$ cat config.mk
export PLATFORM = sky130hd
export DESIGN_NAME = irr_edge_level_flat
export DESIGN_NICKNAME = d
export VERILOG_FILES = /design/src/rtl/irr_edge_level_if.sv /design/src/rtl/irr_edge_level.sv /design/src/flat_wrapper.sv
export SDC_FILE = /design/constraint.sdc
export NUM_CORES = 1
export LEC_CHECK = 0
export CORE_UTILIZATION = 41
export CTS_CLUSTER_SIZE = 12
export DETAILED_ROUTE_END_ITERATION = 6
export GPL_TIMING_DRIVEN = 0
export PLACE_DENSITY = 0.9
export SLEW_MARGIN = 40
export SYNTH_ARGS = -nofsm -noshare
export SYNTH_HDL_FRONTEND = slang
export SYNTH_SLANG_ARGS = --single-unit
$ cat constraint.sdc
create_clock -name clk -period 1.85 [get_ports clk]
set_clock_uncertainty 0.2 [all_clocks]
set_input_delay 0.185 -clock clk [delete_from_list [all_inputs] [get_ports clk]]
set_output_delay 0.185 -clock clk [all_outputs]
set_load 0.05 [all_outputs]
$ cat src/rtl/irr_edge_level_if.sv
// rtl/irr_edge_level_if.sv - request/mask/clear and resolver-view bundle for the interrupt request register
interface irr_edge_level_if #(
  parameter int NUM_IRQ = 8
);
  localparam int ID_W = $clog2(NUM_IRQ);

  logic [NUM_IRQ-1:0] ir;
  logic [NUM_IRQ-1:0] imr;
  logic               ltim;
  logic               freeze;
  logic               clr_valid;
  logic [NUM_IRQ-1:0] clr_mask;
  logic [NUM_IRQ-1:0] irr;
  logic [NUM_IRQ-1:0] irr_masked;
  logic               int_req;
  logic [ID_W-1:0]    irq_id;

  modport master (
    output ir, imr, ltim, freeze, clr_valid, clr_mask,
    input  irr, irr_masked, int_req, irq_id
  );

  modport slave (
    input  ir, imr, ltim, freeze, clr_valid, clr_mask,
    output irr, irr_masked, int_req, irq_id
  );
endinterface

$ cat src/rtl/irr_edge_level.sv
// rtl/irr_edge_level.sv - PIC interrupt request register, edge/level capture with freeze and clear
// Optional input synchroniser chain enabled by defining IRR_SYNC_EN.
module irr_edge_level #(
  parameter int NUM_IRQ     = 8,
  parameter int SYNC_STAGES = 2
) (
  input  logic             clk,
  input  logic             reset,
  irr_edge_level_if.slave  bus
);
  localparam int ID_W = $clog2(NUM_IRQ);

  if (NUM_IRQ < 2 || NUM_IRQ > 32 || SYNC_STAGES < 2) begin : g_bad_param
    $error("irr_edge_level: illegal parameter value");
  end

  logic [NUM_IRQ-1:0] s;
  logic [NUM_IRQ-1:0] rise;
  logic [NUM_IRQ-1:0] prev_q, prev_d;
  logic [NUM_IRQ-1:0] irr_q, irr_d;
  logic [NUM_IRQ-1:0] masked;
  logic [ID_W-1:0]    irq_id;

`ifdef IRR_SYNC_EN
  // Chain resets high so a line held high through reset never looks like a fresh edge.
  logic [SYNC_STAGES-1:0][NUM_IRQ-1:0] sync_q, sync_d;

  always_comb begin
    sync_d    = sync_q;
    sync_d[0] = bus.ir;
    for (int k = 1; k < SYNC_STAGES; k++) begin
      sync_d[k] = sync_q[k-1];
    end
  end

  always_ff @(posedge clk or posedge reset) begin
    if (reset) begin
      sync_q <= '1;
    end else begin
      sync_q <= sync_d;
    end
  end

  assign s = sync_q[SYNC_STAGES-1];
`else
  assign s = bus.ir;
`endif

  assign rise = s & ~prev_q;

  always_comb begin
    prev_d = bus.freeze ? prev_q : s;
    irr_d  = irr_q;
    for (int i = 0; i < NUM_IRQ; i++) begin
      if (bus.clr_valid && bus.clr_mask[i]) begin
        irr_d[i] = 1'b0;
      end else if (bus.freeze) begin
        irr_d[i] = irr_q[i];
      end else if (bus.ltim) begin
        irr_d[i] = s[i];
      end else begin
        // Edge mode: a request that drops before acknowledge withdraws itself.
        irr_d[i] = (irr_q[i] | rise[i]) & s[i];
      end
    end
  end

  always_ff @(posedge clk or posedge reset) begin
    if (reset) begin
      prev_q <= '1;
      irr_q  <= '0;
    end else begin
      prev_q <= prev_d;
      irr_q  <= irr_d;
    end
  end

  assign masked = irr_q & ~bus.imr;

  always_comb begin
    irq_id = '0;
    for (int i = NUM_IRQ - 1; i >= 0; i--) begin
      if (masked[i]) begin
        irq_id = ID_W'(i);
      end
    end
  end

  assign bus.irr        = irr_q;
  assign bus.irr_masked = masked;
  assign bus.int_req    = |masked;
  assign bus.irq_id     = irq_id;
endmodule

$ cat src/flat_wrapper.sv
// flat-port wrapper written by rule: the top's interface ports become plain ports
module irr_edge_level_flat 
#(
  parameter int NUM_IRQ     = 8,
  parameter int SYNC_STAGES = 2
)
  (clk, reset, bus_ir, bus_imr, bus_ltim, bus_freeze, bus_clr_valid, bus_clr_mask, bus_irr, bus_irr_masked, bus_int_req, bus_irq_id);
  irr_edge_level_if #(.NUM_IRQ(NUM_IRQ)) bus_i ();
  input  logic clk;
  input  logic reset;
  input wire logic [$bits(bus_i.ir)-1:0] bus_ir;
  input wire logic [$bits(bus_i.imr)-1:0] bus_imr;
  input wire logic [$bits(bus_i.ltim)-1:0] bus_ltim;
  input wire logic [$bits(bus_i.freeze)-1:0] bus_freeze;
  input wire logic [$bits(bus_i.clr_valid)-1:0] bus_clr_valid;
  input wire logic [$bits(bus_i.clr_mask)-1:0] bus_clr_mask;
  output wire logic [$bits(bus_i.irr)-1:0] bus_irr;
  output wire logic [$bits(bus_i.irr_masked)-1:0] bus_irr_masked;
  output wire logic [$bits(bus_i.int_req)-1:0] bus_int_req;
  output wire logic [$bits(bus_i.irq_id)-1:0] bus_irq_id;
  assign bus_i.ir = bus_ir;
  assign bus_i.imr = bus_imr;
  assign bus_i.ltim = bus_ltim;
  assign bus_i.freeze = bus_freeze;
  assign bus_i.clr_valid = bus_clr_valid;
  assign bus_i.clr_mask = bus_clr_mask;
  assign bus_irr = bus_i.irr;
  assign bus_irr_masked = bus_i.irr_masked;
  assign bus_int_req = bus_i.int_req;
  assign bus_irq_id = bus_i.irq_id;
  irr_edge_level #(.NUM_IRQ(NUM_IRQ), .SYNC_STAGES(SYNC_STAGES)) u_core (.clk(clk), .reset(reset), .bus(bus_i));
endmodule
==> results.md <==
- Outcome: complete, but fails checks
- Violated checks: setup timing
- Avg WL per Cell: 16.9 um
- Gate power share: 44.3%
- Vias: 877
- H-tree levels: 1
- Buf/Inv on CP: 3
- Via/cell ratio: 5.35
- Die Y-Extent: 48.7 um
- Share of cells above drive strength 1: 51.1%
- DRT Pass-1 Iters: 6
- Post-DRT Antenna Nets: 0
- Hold Vio Cnt, Final: 0
- CTS sink count: 16
- Max Slew Vio Count: 0
- Area contributors post-synth: dfstp_2 (23%), dfrtp_1 (22%), mux2_2 (10%)
- I/O pin count: 49
- Synthesized instance count: 78
- # Max-Cap Violations: 0
- Clock share of power: 20.0%
- Worst Path Max Fanout: 4
- Tcrit/Tclk final: 111%
- Register area share after synthesis: 45.9%
- Skew-Pair Late Insertion Delay: 0.29 ns
- Int Pwr: 0.752 mW
- Top-count cell post-synth: nand2_1
- Initial Utilization: 44.7%
- Wl on met1: 1.06 mm
- Cell Area, Synth: 895 um2
- Cts bufs inserted: 3
- Slowest-stage cell, CP: dfrtp_2
- Register bit total from synthesis: 16
- Met2 WL post-DR: 1.50 mm
- Core ar.: 2000 um2
- Initial antenna violation count: 0
- Antenna cells: 0
- Synth async-reset ratio: 100%
- RSZ-0062 raised after global routing: yes
- Post-synth EDFFs: 0
- Fin util: 76.9%
- CP Data Required Time: 1.46 ns
- PD cells: 791 nW/um2
- Number of port buffers: 47
- Chip width: 48.7 um
- CTS root buffer: clkbuf_4
- Syn avg cell area: 11.5 um2
- Cell family with most CP delay: flip-flops
- Cts hold-fix bufs: 0
- GRT Residual Overflow: 0
- Clock buffer depth: 2
- Initial drt markers: 10
- DP Area: 1430 um2
- Residual DRC count: 0
- Crit. End Element: output port
- Fillers: 139
- Number of global-route vias before repair: 928
- CTS tree: yes
- PnR worst setup slack: -0.198 ns
- Worst EP arrival: 1.66 ns
- Num rows: 16
- Crit path kind: flop to output port
- Area leader, netlist: dfstp_2
- Leakage: 0.683 nW
- FF+latch area: 418 um2
- Yosys warnings: 0
- Hold crit path type: primary input to async pin
- Maximum vdd ir drop: 0.000604 V
- Area grow syn2layout: 72.2%
- Top-area cell type share of the netlist area: 23.5%
- Final instance area: 1540 um2
- Crit path launch type: flop
- Met3 routed WL: 142 um
- Final GP Congestion: 0.746
- Pin count of the biggest net entering global routing: 17
- Sw Pwr: 0.467 mW
- Dpl hpwl: 2.04 mm
- Global-route wire length before repair: 4.33 mm
- Syn nets: 107
- Top layer in use: met4
- Post-layout min period: 2.05 ns
- Number of distinct library cells after synthesis: 27
- Final setup vio count: 4
- Die ar.: 2370 um2
- Commonest cells post-synth: nand2_1 (10), a21oi_1 (9), dfrtp_1 (8), dfstp_2 (8), mux2_2 (8)
- Fmax: 0.488 GHz
- Crit path largest cell delay: 0.46 ns
- WL final: 2.78 mm
- Slew HR: 60.7%
- Synth Flop Type: dfstp_2
- Sw frac: 38.3%
- GR Util All Layers: 24.7%
- CTS clk-pin slew, worst paths: 0.10 ns
- Net count, final: 167
- Share of power burned in registers: 35.8%
- Crit-path cells: nand2b_4 > clkinvlp_4 > nor4_4 > buf_4 > nand2_2 > buf_6
- Actual slew at the worst max-slew pin: 0.588 ns
- Area taken by multi-input logic gates: 489 um2
## final cells by class
type | instances | area share (%)
buffer | 3 | 1.46
clock buffer | 4 | 2.36
inverter | 7 | 2.11
multi-input combinational | 52 | 31.8
sequential | 16 | 27.1
tap | 27 | 2.19
timing repair buffer | 55 | 33.0
## power by group through the flow
stage | clock [mW] | combinational (mW) | sequential, mW
after floorplan | 0 | 0.255 | 0.501
after global placement | 0 | 0.494 | 0.437
after detailed placement | 0 | 0.508 | 0.442
after CTS | 0.245 | 0.510 | 0.434
after global routing | 0.261 | 0.564 | 0.441
final | 0.243 | 0.540 | 0.436
## through the flow
| stage | cells | total power, mW | hold WS, ns | setup TNS, ns | setup WS (ns) |
|---|---|---|---|---|---|
| after floorplan | 78 | 0.756 | -0.107 | -0.841 | -0.392 |
| after global placement | 152 | 0.931 | 0.366 | -3.67 | -0.641 |
| after detailed placement | 152 | 0.950 | 0.373 | -3.86 | -0.648 |
| after CTS | 159 | 1.19 | 0.0693 | -0.216 | -0.119 |
| after global routing | 164 | 1.27 | 0.118 | -0.692 | -0.249 |
| final | 164 | 1.22 | 0.0502 | -0.464 | -0.198 |
## cells by family after synthesis
kind of cell           share of synthesized area, %
AOI/OAI and AO/OA                              19.0
buffers and inverters                          5.73
DFF                                            45.9
and+or+nand+nor                                19.3
muxes                                          10.1
## cells in the final DEF, fill, tap and decap left out
cell,instances
clkdlybuf4s50_1,26
buf_4,11
dlygate4sd2_1,10
a21oi_1,9
nand2_1,9
mux2_2,8
dfstp_2,8
o221a_2,7
dfrtp_2,6
inv_1,4
nor2b_4,4
buf_6,3
nand2b_4,3
clkbuf_4,3
clkbuf_2,3
nand3_1,2
nor4_4,2
clkdlybuf4s15_2,2
dfrtp_1,2
buf_1,1
o221a_1,1
inv_4,1
clkinvlp_4,1
nand2b_2,1
inv_2,1
nor2_1,1
o221ai_4,1
a211oi_4,1
and2b_2,1
o211ai_1,1
nand2_2,1
clkbuf_8,1
buf_8,1
clkdlybuf4s15_1,1
## flip-flops by register name, indices dropped and copies added (netlist names)
name and flops:
u_core.bus.irr 8, u_core.prev_q 8
## layer usage
| metal | up-vias | track usage [%] |
|---|---|---|
| li1 | 401 | - |
| met1 | 427 | 26.0 |
| met2 | 42 | 46.3 |
| met3 | 7 | 4.40 |
| met4 | 0 | 12.3 |
| met5 | - | 0 |
## worst paths after layout
path                                   start                end  slack, ns  depth (start not counted)
min in group clk               bus_clr_valid  u_core.bus.irr[3]       0.16                          3
min                                    reset  u_core.bus.irr[2]       0.05                          2
max                        u_core.bus.irr[0]        bus_int_req      -0.20                          6
max reg2reg                 u_core.prev_q[4]  u_core.bus.irr[4]       0.67                          2
min reg2reg                u_core.bus.irr[3]  u_core.bus.irr[3]       0.40                          1
max in group asynchronous              reset  u_core.bus.irr[7]       0.97                          2
## repair_timing
action,CTS,global route
buffers inserted,3,5
gates resized for setup,52,11
endpoints found under the setup margin,20,8
pin swaps,1,1
Power figures use the tool's default switching activity.
